===== src/rtl/cnn_conv_ctrl_pkg.sv =====
// rtl/cnn_conv_ctrl_pkg.sv - shared window geometry, packing index and sequencer state encoding
package cnn_conv_ctrl_pkg;

    localparam int KW = 3;
    localparam int KH = 3;

    typedef enum logic [1:0] {
        ST_IDLE   = 2'd0,
        ST_STREAM = 2'd1,
        ST_DRAIN  = 2'd2
    } state_t;

    // Row 0 / column 0 is the oldest (top-left) pixel of the window.
    function automatic int win_idx(input int r, input int c);
        return r * KW + c;
    endfunction

endpackage


===== src/rtl/cnn_conv_ctrl_if.sv =====
// rtl/cnn_conv_ctrl_if.sv - pixel stream, weight load and kernel handshake bundle for cnn_conv_ctrl
interface cnn_conv_ctrl_if #(
    parameter int IF_BW = 8,
    parameter int W_BW  = 8,
    parameter int KN    = 9
);
    logic                  i_start;
    logic                  i_w_load;
    logic [KN*W_BW-1:0]    i_w_data;
    logic                  i_pix_valid;
    logic [IF_BW-1:0]      i_pix_data;
    logic                  o_pix_ready;
    logic                  o_k_valid;
    logic [KN*IF_BW-1:0]   o_k_fmap;
    logic [KN*W_BW-1:0]    o_k_weight;
    logic                  i_k_valid;
    logic                  o_busy;
    logic                  o_done;

    modport slave (
        input  i_start, i_w_load, i_w_data, i_pix_valid, i_pix_data, i_k_valid,
        output o_pix_ready, o_k_valid, o_k_fmap, o_k_weight, o_busy, o_done
    );

    modport master (
        output i_start, i_w_load, i_w_data, i_pix_valid, i_pix_data, i_k_valid,
        input  o_pix_ready, o_k_valid, o_k_fmap, o_k_weight, o_busy, o_done
    );
endinterface


===== src/rtl/cnn_line_buffer.sv =====
// rtl/cnn_line_buffer.sv - single-port row buffer, combinational read of the old word then write
module cnn_line_buffer #(
    parameter int DEPTH = 8,
    parameter int DW    = 8,
    parameter int AW    = $clog2(DEPTH)
) (
    input  logic          clk,
    input  logic          i_we,
    input  logic [AW-1:0] i_addr,
    input  logic [DW-1:0] i_wdata,
    output logic [DW-1:0] o_rdata
);
    logic [DW-1:0] r_mem [DEPTH];

    assign o_rdata = r_mem[i_addr];

    always_ff @(posedge clk) begin
        if (i_we) begin
            r_mem[i_addr] <= i_wdata;
        end
    end
endmodule


===== src/rtl/cnn_conv_ctrl.sv =====
// rtl/cnn_conv_ctrl.sv - builds 3x3 valid-convolution windows from a raster pixel stream for cnn_kernel
module cnn_conv_ctrl #(
    parameter int IMG_W = 8,
    parameter int IMG_H = 8,
    parameter int IF_BW = 8,
    parameter int W_BW  = 8,
    parameter int KW    = cnn_conv_ctrl_pkg::KW,
    parameter int KH    = cnn_conv_ctrl_pkg::KH
) (
    input  logic             clk,
    input  logic             rst,
    cnn_conv_ctrl_if.slave   bus
);
    import cnn_conv_ctrl_pkg::*;

    localparam int N_OUT = (IMG_H - 2) * (IMG_W - 2);
    localparam int CW    = $clog2(IMG_W);
    localparam int RW    = $clog2(IMG_H);
    localparam int NW    = $clog2(N_OUT + 1);
    localparam int FW    = KW * KH * IF_BW;
    localparam int WW    = KW * KH * W_BW;

    localparam logic [CW-1:0] COL_LAST = CW'(IMG_W - 1);
    localparam logic [RW-1:0] ROW_LAST = RW'(IMG_H - 1);
    localparam logic [NW-1:0] CNT_MAX  = NW'(N_OUT);

    state_t          r_state;
    logic [CW-1:0]   r_col;
    logic [RW-1:0]   r_row;
    logic [NW-1:0]   r_cnt;
    logic [FW-1:0]   r_win;
    logic [FW-1:0]   r_fmap;
    logic [WW-1:0]   r_weight;
    logic            r_k_valid;
    logic            r_done;

    logic            w_accept;
    logic            w_issue;
    logic            w_last_pix;
    logic            w_cnt_inc;
    logic [NW-1:0]   w_cnt_nxt;
    logic [IF_BW-1:0] w_lb0_rd;
    logic [IF_BW-1:0] w_lb1_rd;
    logic [FW-1:0]   w_win_nxt;

    assign w_accept   = bus.i_pix_valid && (r_state == ST_STREAM);
    assign w_issue    = w_accept && (r_row >= RW'(2)) && (r_col >= CW'(2));
    assign w_last_pix = w_accept && (r_row == ROW_LAST) && (r_col == COL_LAST);
    assign w_cnt_inc  = bus.i_k_valid && (r_state != ST_IDLE) && (r_cnt != CNT_MAX);
    assign w_cnt_nxt  = r_cnt + NW'(w_cnt_inc);

    // lb0 holds the row two above the incoming pixel, lb1 the row directly above.
    cnn_line_buffer #(.DEPTH(IMG_W), .DW(IF_BW)) u_lb0 (
        .clk     (clk),
        .i_we    (w_accept),
        .i_addr  (r_col),
        .i_wdata (w_lb1_rd),
        .o_rdata (w_lb0_rd)
    );

    cnn_line_buffer #(.DEPTH(IMG_W), .DW(IF_BW)) u_lb1 (
        .clk     (clk),
        .i_we    (w_accept),
        .i_addr  (r_col),
        .i_wdata (bus.i_pix_data),
        .o_rdata (w_lb1_rd)
    );

    always_comb begin
        w_win_nxt = r_win;
        for (int r = 0; r < KH; r++) begin
            for (int c = 0; c < KW - 1; c++) begin
                w_win_nxt[win_idx(r, c)*IF_BW +: IF_BW] = r_win[win_idx(r, c + 1)*IF_BW +: IF_BW];
            end
        end
        w_win_nxt[win_idx(0, KW - 1)*IF_BW +: IF_BW] = w_lb0_rd;
        w_win_nxt[win_idx(1, KW - 1)*IF_BW +: IF_BW] = w_lb1_rd;
        w_win_nxt[win_idx(2, KW - 1)*IF_BW +: IF_BW] = bus.i_pix_data;
    end

    always_ff @(posedge clk or posedge rst) begin
        if (rst) begin
            r_state   <= ST_IDLE;
            r_col     <= '0;
            r_row     <= '0;
            r_cnt     <= '0;
            r_win     <= '0;
            r_fmap    <= '0;
            r_weight  <= '0;
            r_k_valid <= 1'b0;
            r_done    <= 1'b0;
        end else begin
            r_k_valid <= 1'b0;
            r_done    <= 1'b0;

            if (w_cnt_inc) begin
                r_cnt <= w_cnt_nxt;
            end

            if (w_accept) begin
                r_win <= w_win_nxt;
                if (r_col == COL_LAST) begin
                    r_col <= '0;
                    r_row <= (r_row == ROW_LAST) ? '0 : r_row + 1'b1;
                end else begin
                    r_col <= r_col + 1'b1;
                end
                if (w_issue) begin
                    r_k_valid <= 1'b1;
                    r_fmap    <= w_win_nxt;
                end
            end

            case (r_state)
                ST_IDLE: begin
                    if (bus.i_w_load) begin
                        r_weight <= bus.i_w_data;
                    end
                    if (bus.i_start) begin
                        r_state <= ST_STREAM;
                        r_col   <= '0;
                        r_row   <= '0;
                        r_cnt   <= '0;
                    end
                end
                ST_STREAM: begin
                    if (w_last_pix) begin
                        r_state <= ST_DRAIN;
                    end
                end
                ST_DRAIN: begin
                    if (w_cnt_nxt == CNT_MAX) begin
                        r_state <= ST_IDLE;
                        r_done  <= 1'b1;
                    end
                end
                default: r_state <= ST_IDLE;
            endcase
        end
    end

    assign bus.o_pix_ready = (r_state == ST_STREAM);
    assign bus.o_busy      = (r_state != ST_IDLE);
    assign bus.o_k_valid   = r_k_valid;
    assign bus.o_k_fmap    = r_fmap;
    assign bus.o_k_weight  = r_weight;
    assign bus.o_done      = r_done;
endmodule


===== src/flat_wrapper.sv =====
// flat-port wrapper written by rule: the top's interface ports become plain ports
module cnn_conv_ctrl_flat import cnn_conv_ctrl_pkg::*;
#(
    parameter int IMG_W = 8,
    parameter int IMG_H = 8,
    parameter int IF_BW = 8,
    parameter int W_BW  = 8,
    parameter int KW    = cnn_conv_ctrl_pkg::KW,
    parameter int KH    = cnn_conv_ctrl_pkg::KH
)
  (clk, rst, bus_i_start, bus_i_w_load, bus_i_w_data, bus_i_pix_valid, bus_i_pix_data, bus_i_k_valid, bus_o_pix_ready, bus_o_k_valid, bus_o_k_fmap, bus_o_k_weight, bus_o_busy, bus_o_done);
  cnn_conv_ctrl_if #(.IF_BW(IF_BW), .W_BW(W_BW), .KN((9))) bus_i ();
  input  logic clk;
  input  logic rst;
  input wire logic [$bits(bus_i.i_start)-1:0] bus_i_start;
  input wire logic [$bits(bus_i.i_w_load)-1:0] bus_i_w_load;
  input wire logic [$bits(bus_i.i_w_data)-1:0] bus_i_w_data;
  input wire logic [$bits(bus_i.i_pix_valid)-1:0] bus_i_pix_valid;
  input wire logic [$bits(bus_i.i_pix_data)-1:0] bus_i_pix_data;
  input wire logic [$bits(bus_i.i_k_valid)-1:0] bus_i_k_valid;
  output wire logic [$bits(bus_i.o_pix_ready)-1:0] bus_o_pix_ready;
  output wire logic [$bits(bus_i.o_k_valid)-1:0] bus_o_k_valid;
  output wire logic [$bits(bus_i.o_k_fmap)-1:0] bus_o_k_fmap;
  output wire logic [$bits(bus_i.o_k_weight)-1:0] bus_o_k_weight;
  output wire logic [$bits(bus_i.o_busy)-1:0] bus_o_busy;
  output wire logic [$bits(bus_i.o_done)-1:0] bus_o_done;
  assign bus_i.i_start = bus_i_start;
  assign bus_i.i_w_load = bus_i_w_load;
  assign bus_i.i_w_data = bus_i_w_data;
  assign bus_i.i_pix_valid = bus_i_pix_valid;
  assign bus_i.i_pix_data = bus_i_pix_data;
  assign bus_i.i_k_valid = bus_i_k_valid;
  assign bus_o_pix_ready = bus_i.o_pix_ready;
  assign bus_o_k_valid = bus_i.o_k_valid;
  assign bus_o_k_fmap = bus_i.o_k_fmap;
  assign bus_o_k_weight = bus_i.o_k_weight;
  assign bus_o_busy = bus_i.o_busy;
  assign bus_o_done = bus_i.o_done;
  cnn_conv_ctrl #(.IMG_W(IMG_W), .IMG_H(IMG_H), .IF_BW(IF_BW), .W_BW(W_BW), .KW(KW), .KH(KH)) u_core (.clk(clk), .rst(rst), .bus(bus_i));
endmodule

===== config.mk =====
export PLATFORM = sky130hd
export DESIGN_NAME = cnn_conv_ctrl_flat
export DESIGN_NICKNAME = d
export VERILOG_FILES = /design/src/rtl/cnn_conv_ctrl_pkg.sv /design/src/rtl/cnn_conv_ctrl_if.sv /design/src/rtl/cnn_line_buffer.sv /design/src/rtl/cnn_conv_ctrl.sv /design/src/flat_wrapper.sv
export SDC_FILE = /design/constraint.sdc
export NUM_CORES = 1
export LEC_CHECK = 0
export CAP_MARGIN = 10
export CORE_UTILIZATION = 50
export DETAILED_ROUTE_END_ITERATION = 12
export PLACE_DENSITY = 0.76
export SLEW_MARGIN = 40
export SYNTH_ARGS = -nofsm -noshare
export SYNTH_HDL_FRONTEND = slang
export SYNTH_SLANG_ARGS = --single-unit

===== constraint.sdc =====
create_clock -name clk -period 7.9 [get_ports clk]
set_input_delay 1.185 -clock clk [delete_from_list [all_inputs] [get_ports clk]]
set_output_delay 1.185 -clock clk [all_outputs]
set_load 0.01 [all_outputs]

# Word level (Yosys, flattened, before mapping)
# Memory sizes are Yosys's and may differ from the RTL's.
# Cells that the tools add are included.
[classes]
n_lt_le_gt_ge = 2
n_mux = 22
div = 0
addsub = 3
eq_ne = 9
reduce_logical = 12
n_shift = 0
n_bitwise = 0
n_mul = 0
[ops]
columns = ["op", "n"]
rows = [
  ["3-bit 2-to-1 mux", 9],
  ["6-bit 2-to-1 mux", 3],
  ["1-bit logical AND", 7],
  ["3-bit by 1-bit adder with 3-bit output, second input constant", 2],
  ["6-bit by 1-bit adder with 6-bit output", 1],
  ["3-bit equality test, second input constant", 2],
  ["6-bit equality test, second input constant", 1],
  ["3-bit by 2-bit >= comparator with 1-bit output, second input constant", 2],
  ["1-bit 2-to-1 mux", 6],
  ["2-bit 2-to-1 mux", 3],
  ["6-bit inequality test, second input constant", 1],
  ["2-bit one-hot mux with 3 select lines", 1],
  ["2-bit by 1-bit inequality test with 1-bit output, second input constant", 2],
  ["2-bit AND reduction", 2],
  ["3-bit AND reduction", 1],
  ["2-bit by 1-bit equality test with 1-bit output, second input constant", 1],
  ["2-bit equality test, second input constant", 1],
  ["2-bit zero test", 1],
  ["2-bit inequality test, second input constant", 1],
  ["2-bit nonzero test", 1],
]
[totals]
mem_bits_rw = 128
mem_count = 2
output_inout_bits = 148
romBits = 0
latch_bits = 0
reg_bits = 232
[memory_table]
columns = ["memory", "depth", "word_bits", "read_ports", "rd_clocked_by_memory_dff", "write_ports", "line_no", "text"]
rows = [
  ["u_core.u_lb0.r_mem", 8, 8, 1, 0, 1, "cnn_line_buffer.sv:13", "logic [DW-1:0] r_mem [DEPTH];"],
  ["u_core.u_lb1.r_mem", 8, 8, 1, 0, 1, "cnn_line_buffer.sv:13", ""],
]

# Longest topological paths before layout
# Gate-level depths: netlist (run 1).
[depth]
depth_word = 7
depth_mapped = 10
mapped_depth_nobuf = 8

# Cells and area by module
# A second synthesis (run 1) with hierarchy kept.
[unflattened]
hier_cells = 837
area_unflattened_um2 = 13132.6
[modules_own_cells]
columns = ["module", "n_inst", "seq_area_each_um2", "area_each_um2", "cells_per_inst"]
rows = [
  ["cnn_conv_ctrl", 1, 5205.0, 8022.7, 595],
  ["cnn_line_buffer", 2, 1921.8, 2555.0, 121],
]

# Worst setup path before layout (run 1)
# OpenSTA, ideal clock, no wires.
[synth_timing]
path_kind = "input to register"
start = "input port bus_i_pix_valid"
end = "memory u_core.u_lb0.r_mem[0][0], enable pin"
path_stages = 3
setup_ps = 409
t_arrival_ps = 2760
path_slack_ps = 4731
t_required_ps = 7491
path_buffers = 1
path_cell_list = "nand3b_1 > clkbuf_1 > nor3_1"
[synth_via]
elab_chain_len = 3
[synth_lines]
columns = ["item", "line_no", "text"]
rows = [
  ["start, declared", "flat_wrapper.sv:18", "input wire logic [$bits(bus_i.i_pix_valid)-1:0] bus_i_pix_valid;"],
  ["1-bit logical AND", "cnn_conv_ctrl.sv:46", "assign w_accept = bus.i_pix_valid && (r_state == ST_STREAM);"],
  ["1-bit 2-to-1 mux", "cnn_line_buffer.sv:18", "if (i_we) begin"],
  ["1-bit 2-to-1 mux (not written as such)", "cnn_line_buffer.sv:19", "r_mem[i_addr] <= i_wdata;"],
  ["end, declared", "cnn_line_buffer.sv:13", ""],
]
# No other way between the ends.

# Worst setup path in the final report (run 1)
[layout_timing]
start = "input port bus_i_k_valid"
end = "register u_core.r_done, in the netlist u_core.bus.o_done"
[layout_via]
elab_chain_len = 6
[layout_lines]
columns = ["item", "line_no", "text"]
rows = [
  ["start, declared", "flat_wrapper.sv:20", "input wire logic [$bits(bus_i.i_k_valid)-1:0] bus_i_k_valid;"],
  ["1-bit logical AND (2 in series)", "cnn_conv_ctrl.sv:49", "assign w_cnt_inc = bus.i_k_valid && (r_state != ST_IDLE) && (r_cnt != CNT_MAX);"],
  ["6-bit by 1-bit adder with 6-bit output", "cnn_conv_ctrl.sv:50", "assign w_cnt_nxt = r_cnt + NW'(w_cnt_inc);"],
  ["6-bit equality test", "cnn_conv_ctrl.sv:132", "if (w_cnt_nxt == CNT_MAX) begin"],
  ["1-bit 2-to-1 mux", "cnn_conv_ctrl.sv:132", ""],
  ["1-bit 2-to-1 mux", "cnn_conv_ctrl.sv:114", "case (r_state)"],
  ["end signal, assigned", "cnn_conv_ctrl.sv:91", "r_done <= 1'b0;"],
  ["end signal, assigned", "cnn_conv_ctrl.sv:94", "r_done <= 1'b0;"],
  ["end signal, assigned", "cnn_conv_ctrl.sv:134", "r_done <= 1'b1;"],
  ["end, declared", "cnn_conv_ctrl.sv:35", "logic r_done;"],
]
# No other way between the ends.
# A chain may end at the register's enable or synchronous reset.

==> flow_metrics.tcl, run 1 <==
set metrics [dict create \
    yosysWarnings 0 \
    finalPower_uw 6715 \
    yosysTopAreaCellShare_pct 39.71 \
    avgViaCountPerCell 5.401 \
    route.detailed.wl_per_inst_microns 19.90 \
    syn2layout_area_growth_pct 29.73 \
    final.setup.tns_ps 0 \
    ir_drop_v 0.0002220 \
    die_x_microns 163.9 \
    rows 58 \
    drc 0 \
    synth-main-ff-cell "dfrtp_1" \
    layout.nets 1215 \
    p_leak_uw 0.006904 \
    cts_buffer_depth 3 \
    cell_internal_pwr_uw 4698 \
    io_buffers 233 \
    end_kind "register" \
    ys_seq_area_share_pct 69.04 \
    start_kind "primary input" \
    critPathKind "primary input to register" \
    post_cts_buffers 0 \
    grt_pass1_wl_microns 45330 \
    setup_viol 0 \
    cap_violations 0 \
    cts_made_buffers 34 \
    place.gp.congestion 0.7815 \
    met1_usage_pct 28.42 \
    outcome "completed" \
    synth_top_cell_by_area "dfrtp_1" \
    die_h_microns 163.9 \
    drive_above_1_share_pct 20.09 \
    synth_async_sr_flop_share_pct 61.90 \
    fillers 1797 \
    num_vias 7967 \
    crit_slowest_cell "clkdlybuf4s50_1" \
    gr-usage-met2_pct 38.44 \
    rrSetupSlack_ps 4890 \
    endpoint "u_core.bus.o_done" \
    p_sw_uw 2017 \
    slowest_delay_ps 450 \
    busiest_layer "met2" \
    clk_latency_ps 510 \
    r2r_cells 8 \
    drtAntennaViolNets 0 \
    fin_area_sq_um 17000 \
    ctsHoldBuffers 0 \
    tritoncts "built" \
    synth_edf_count 128 \
    fin_crit_sh_pct 40.78 \
    r2r-end "u_core.bus.o_k_fmap[37]" \
    seqCellArea_sq_um 9050 \
    arrival_ps 3660 \
    htreeDepth 2 \
    diodes 0 \
    rsz0062_at_grt "no" \
    fp.dieArea_sq_um 26860 \
    crit_fanout 5 \
    first_pass_iters 5 \
    place_area_sq_um 15750 \
    grt-ovfl-total 0 \
    worstReg2RegStart "u_core.r_col[0]" \
    grt_start_max_net_pins 128 \
    ctsResizeCount 0 \
    synth_fp_nets 980 \
    dp.final_hpwl_microns 19330 \
    ioPinCount 234 \
    multi_input_area_sq_um 3746 \
    fmax_mhz 310.4 \
    min_period_ps 3222 \
    finalWirelength_microns 29360 \
    relSlewSlack_pct 45.74 \
    antenna_found_initial 0 \
    netlist_area_sq_um 13110 \
    core_area_sq_um 25470 \
    power_density_nw_per_um2 394.9 \
    min_path_type "register to register" \
    clockPowerShare_pct 25.9 \
    grtUsageMet3_pct 4.369 \
    track_usage_pct 22.31 \
    synthCells 886 \
    drt_iter0_drc 582 \
    ys_seq_elements 336 \
    critPathLaunch "bus_i_k_valid" \
    tightest_slew_ps 808.5 \
    clock_sinks 336 \
    pwr-share-seq_pct 40.2 \
    clock_skew_ps 22.55 \
    netlist_top_cells_area "dfrtp_1 (40%), edfxtp_1 (29%), mux2_2 (10%), nand2_1 (3.8%), mux2i_1 (2.2%)" \
    syn_area_per_cell_sq_um 14.79 \
    root_buffer "clkbuf_16" \
    final_hold_viol_count 0 \
    switching_share_pct 30.04 \
    critPathRequiredTime_ps 8330 \
    start_util_pct 51.45 \
    path_cells "clkdlybuf4s50_1 > o21ai_0 > a31oi_1 > ha_1 > ha_1 > nor4b_1 > nand3b_1 > o21ai_0 > and3b_1" \
    ys_types 53 \
    maxSlewViolCount 0 \
    cts.clk_slew.worst_paths_ps 60 \
    grt_pass1_vias 8042 \
    pwr-share-comb_pct 33.9 \
]
[cells in the final DEF, fill, tap and decap left out, types with 3 or more instances in the layout]
| master | count |
|---|---|
| ha_1 | 8 |
| o22ai_1 | 7 |
| nand2_1 | 132 |
| inv_1 | 16 |
| nand4_1 | 3 |
| buf_6 | 4 |
| buf_4 | 11 |
| clkbuf_1 | 5 |
| mux4_2 | 8 |
| mux2_2 | 118 |
| o21ai_0 | 19 |
| clkbuf_8 | 5 |
| a221o_1 | 4 |
| clkbuf_16 | 37 |
| nand3b_1 | 9 |
| bufinv_16 | 6 |
| clkdlybuf4s50_1 | 233 |
| edfxtp_1 | 128 |
| o31ai_1 | 4 |
| dfrtp_1 | 207 |
| and2_1 | 3 |
| a31oi_1 | 3 |
| nor2_1 | 33 |
| a21oi_1 | 27 |
| nand3_1 | 4 |
| clkinv_2 | 5 |
| mux2i_1 | 29 |
| nand2b_1 | 8 |
| mux2_4 | 18 |
| a211oi_1 | 6 |
[Yosys cell counts (3+ instances only)]
cell type  number
dfrtp_1       208
nand2_1       132
edfxtp_1      128
mux2_2        118
nor2_1         33
mux2i_1        29
a21oi_1        27
buf_2          21
o21ai_0        19
mux2_4         18
inv_1          17
clkbuf_1       14
nand3b_1        9
buf_4           8
ha_1            8
mux4_2          8
nand2b_1        8
o22ai_1         7
a211oi_1        6
nor3_1          6
buf_6           5
a221o_1         4
and2_1          4
nand3_1         4
o31ai_1         4
a31oi_1         3
nand4_1         3
[area by class of cell]
type	instances	area share (%)
Sequential cell	336	53.23
Clock buffer	47	5.961
Clock inverter	13	1.295
Inverter	18	0.4710
Timing Repair Buffer	249	14.59
Tap cell	330	2.428
Multi-Input combinational cell	482	22.03
[how the worst min path moves through the flow]
stage               cells past startpoint              from               end
CTS                                     2  u_core.r_win[37]  u_core.r_win[37]
floorplan                               2  u_core.r_win[39]  u_core.r_win[39]
finish                                  2  u_core.r_win[36]  u_core.r_win[36]
global placement                        2  u_core.r_win[39]  u_core.r_win[39]
global route                            2  u_core.r_win[36]  u_core.r_win[36]
detailed placement                      2  u_core.r_win[61]  u_core.r_win[61]
[power groups by stage]
stage	registers [uW]	clock network, uW	logic [uW]
2_1_floorplan	2830	0	1100
6_report	2700	1740	2270
4_1_cts	2710	1770	2290
5_1_grt	2760	1840	2450
3_5_place_dp	2740	0	2280
3_3_place_gp	2710	0	2220
[kinds of logic (layout without fill, tap and decap cells)]
logic type / Yosys count / count (layout) / share of synthesized area (%)
flip-flops: 336 / 336 / 69.04
buffers and inverters: 68 / 327 / 2.663
XOR/XNOR: 1 / 1 / 0.06684
adder cells (fa/ha/maj): 8 / 8 / 0.7638
multiplexers: 173 / 173 / 15.79
AND/OR/NAND/NOR: 211 / 211 / 7.074
AO/OA/AOI/OAI: 89 / 89 / 4.602
[registers in the layout (all words and copies together), names as in the netlist]
register / flops
u_core.bus.o_k_weight: 72
u_core.bus.o_k_valid: 1
u_core.bus.o_k_fmap: 72
u_core.r_cnt: 6
u_core.r_row: 3
u_core.r_state: 2
u_core.bus.o_done: 1
u_core.u_lb0.r_mem: 64
u_core.r_win: 48
u_core.u_lb1.r_mem: 64
u_core.r_col: 3
[worst max-delay path: cells and delay by family]
family                   cells  cell delay [ps]
buffers and inverters        1              450
AO/OA/AOI/OAI                3              710
AND/OR/NAND/NOR              3              740
adder cells (fa/ha/maj)      2              570
[routing by layer]
metal / share of wire [%] / vias up
met2: 50 / 299
met5: 0 / -
met4: 2.3 / 0
met1: 40 / 3978
li1: - / 3638
met3: 7.2 / 52
[stage by stage]
| stage | hold WS (ps) | cells | utilization (%) | setup slack, ps |
|---|---|---|---|---|
| after floorplan | 441.8 | 886 | - | 1034 |
| after global placement | 455.7 | 1412 | 61.68 | 4070 |
| after detailed placement | 458.8 | 1414 | 61.83 | 4190 |
| after CTS | 474.2 | 1474 | 66.67 | 4714 |
| after global routing | 493.4 | 1475 | 66.75 | 4477 |
| final | 467.8 | 1475 | 66.75 | 4678 |
No activity file was read; power rests on OpenSTA's default activity.
==> run 2: changes to the inputs <==
- CORE_UTILIZATION: 50 -> 47
- PLACE_DENSITY: 0.76 -> 0.75
- clock period: 7.9 -> 2.6 ns (I/O delays scaled with it)
==> run 2 against run 1 <==
- first-iteration DRC count fell by 7.7%
- count of clock-buffer cells in the layout rose by 5
- routed wire length fell by 0.38%
- global-route usage fell by 1.6 points
- critical endpoint is now u_core.r_state[1]
==> flow_metrics.tcl, run 2 (same netlist as run 1, synthesis figures left out) <==
set metrics [dict create \
    clock_sinks 336 \
    min_path_type "primary input to asynchronous set/reset pin" \
    die_x_microns 169.0 \
    layout_common_cells "clkdlybuf4s50_1 (233), dfrtp_1 (207), nand2_1 (132)" \
    p_leak_uw 0.007095 \
    rows 60 \
    cap_violations 0 \
    dp.final_hpwl_microns 20100 \
    finalWirelength_microns 29240 \
    outcome "completed" \
    cts_made_buffers 35 \
    worstReg2RegStart "u_core.r_cnt[3]" \
    start_util_pct 48.23 \
    place_ws_ps 5.701 \
    fp.dieArea_sq_um 28560 \
    grt_start_max_net_pins 55 \
    layout.nets 1250 \
    htreeDepth 2 \
    io_buffers 233 \
    maxSlewViolCount 0 \
    clk_latency_ps 510 \
    power_density_nw_per_um2 1184 \
    grt_pass1_vias 8297 \
    drt_iter0_drc 537 \
    track_usage_pct 20.76 \
    ir_drop_v 0.0006048 \
    critPathLaunch "u_core.r_cnt[3]" \
    rsz0062_at_grt "no" \
    tightest_slew_ps 579.1 \
    core_area_sq_um 27180 \
    grt_pass1_wl_microns 45890 \
    relSlewSlack_pct 61.39 \
    cts_buffer_depth 3 \
    fin_crit_sh_pct 89.73 \
    drc 0 \
    route.detailed.wl_per_inst_microns 18.82 \
    final.setup.tns_ps 0 \
    arrival_ps 2720 \
    holdWs_ps 290.1 \
    avgViaCountPerCell 5.232 \
    critPathRequiredTime_ps 2980 \
    cts.clk_slew.worst_paths_ps 60 \
    final_hold_viol_count 0 \
    place.gp.congestion 0.7852 \
    drive_above_1_share_pct 22.59 \
    start_kind "register" \
    end_kind "register" \
    fmax_mhz 428.6 \
    drtAntennaViolNets 0 \
    clock_skew_ps 15.49 \
    num_vias 8130 \
    grt-ovfl-total 0 \
    crit_fanout 7 \
    min_period_ps 2333 \
    root_buffer "clkbuf_16" \
    setup_ws_ps 267.1 \
    critPathKind "register to register" \
    final_common_cell "clkdlybuf4s50_1" \
    die_h_microns 169.0 \
    diodes 0 \
    setup_viol 0 \
    finalPower_uw 20540 \
    first_pass_iters 5 \
    syn2layout_area_growth_pct 32.34 \
    ioPinCount 234 \
    tritoncts "built" \
    antenna_found_initial 0 \
]
## run 2: where the power goes
group          internal (uW)  switching, uW  total (uW)  leakage (uW)
registers               7370            919        8280       0.00367
clock network           3190           1960        5150      0.000612
logic                   3840           3270        7100       0.00281
## run 2: through the flow
stage	utilization, %	cell area, sq um	instances
floorplan	-	13110	886
global placement	59.29	16110	1491
detailed placement	59.29	16110	1491
CTS	63.80	17340	1554
global route	63.83	17350	1554
finish	63.83	17350	1554
## run 2: path summary, 6_finish.rpt
path	endpoint	slack (ps)	depth (start not counted)
hold reg to reg	u_core.r_win[34]	470	2
min in group clk	u_core.r_win[34]	470	2
hold / removal	u_core.r_state[1]	290	2
max in group asynchronous	u_core.bus.o_k_weight[46]	1660	3
setup / recovery	u_core.r_state[1]	270	8
setup reg to reg	u_core.r_state[1]	270	8
## run 2: repair_timing
action                     4_1_cts  5_1_grt
setup endpoints to repair        0        2
buffers inserted                 0        0
hold buffers                     0        0
resized for setup                0        1
## run 2: final cells by class
cell class / count / area (sq um)
Fill cell: 2041 / 9831
Clock buffer: 52 / 1125
Tap cell: 372 / 465.4
Timing Repair Buffer: 283 / 2795
Inverter: 18 / 71.32
Clock inverter: 11 / 101.3
Multi-Input combinational cell: 482 / 3737
Sequential cell: 336 / 9050
## run 2: worst max-delay path: stages, from the launching register on
cell      delay [ps]
dfrtp_1          450
nor4b_1          350
a31oi_1          170
ha_1             220
ha_1             310
nor4b_2          310
nand3b_1         100
o21ai_0          190
o21ai_0          120
## run 2: routing by layer
layer / global-route usage (%) / vias up / part of all wire (%) / routed length (microns)
met5: 0 / - / 0 / 0
met4: 6.972 / 0 / 2.9 / 848
met3: 4.536 / 63 / 7.0 / 2061
met2: 36.22 / 297 / 49 / 14440
met1: 25.59 / 4056 / 41 / 11900
li1: - / 3714 / - / -
==> run 3: changes to the inputs <==
- SLEW_MARGIN: 40 -> 30
==> results of run 3 <==
No change in the layout: final DEF, timing and power equal those of run 2.
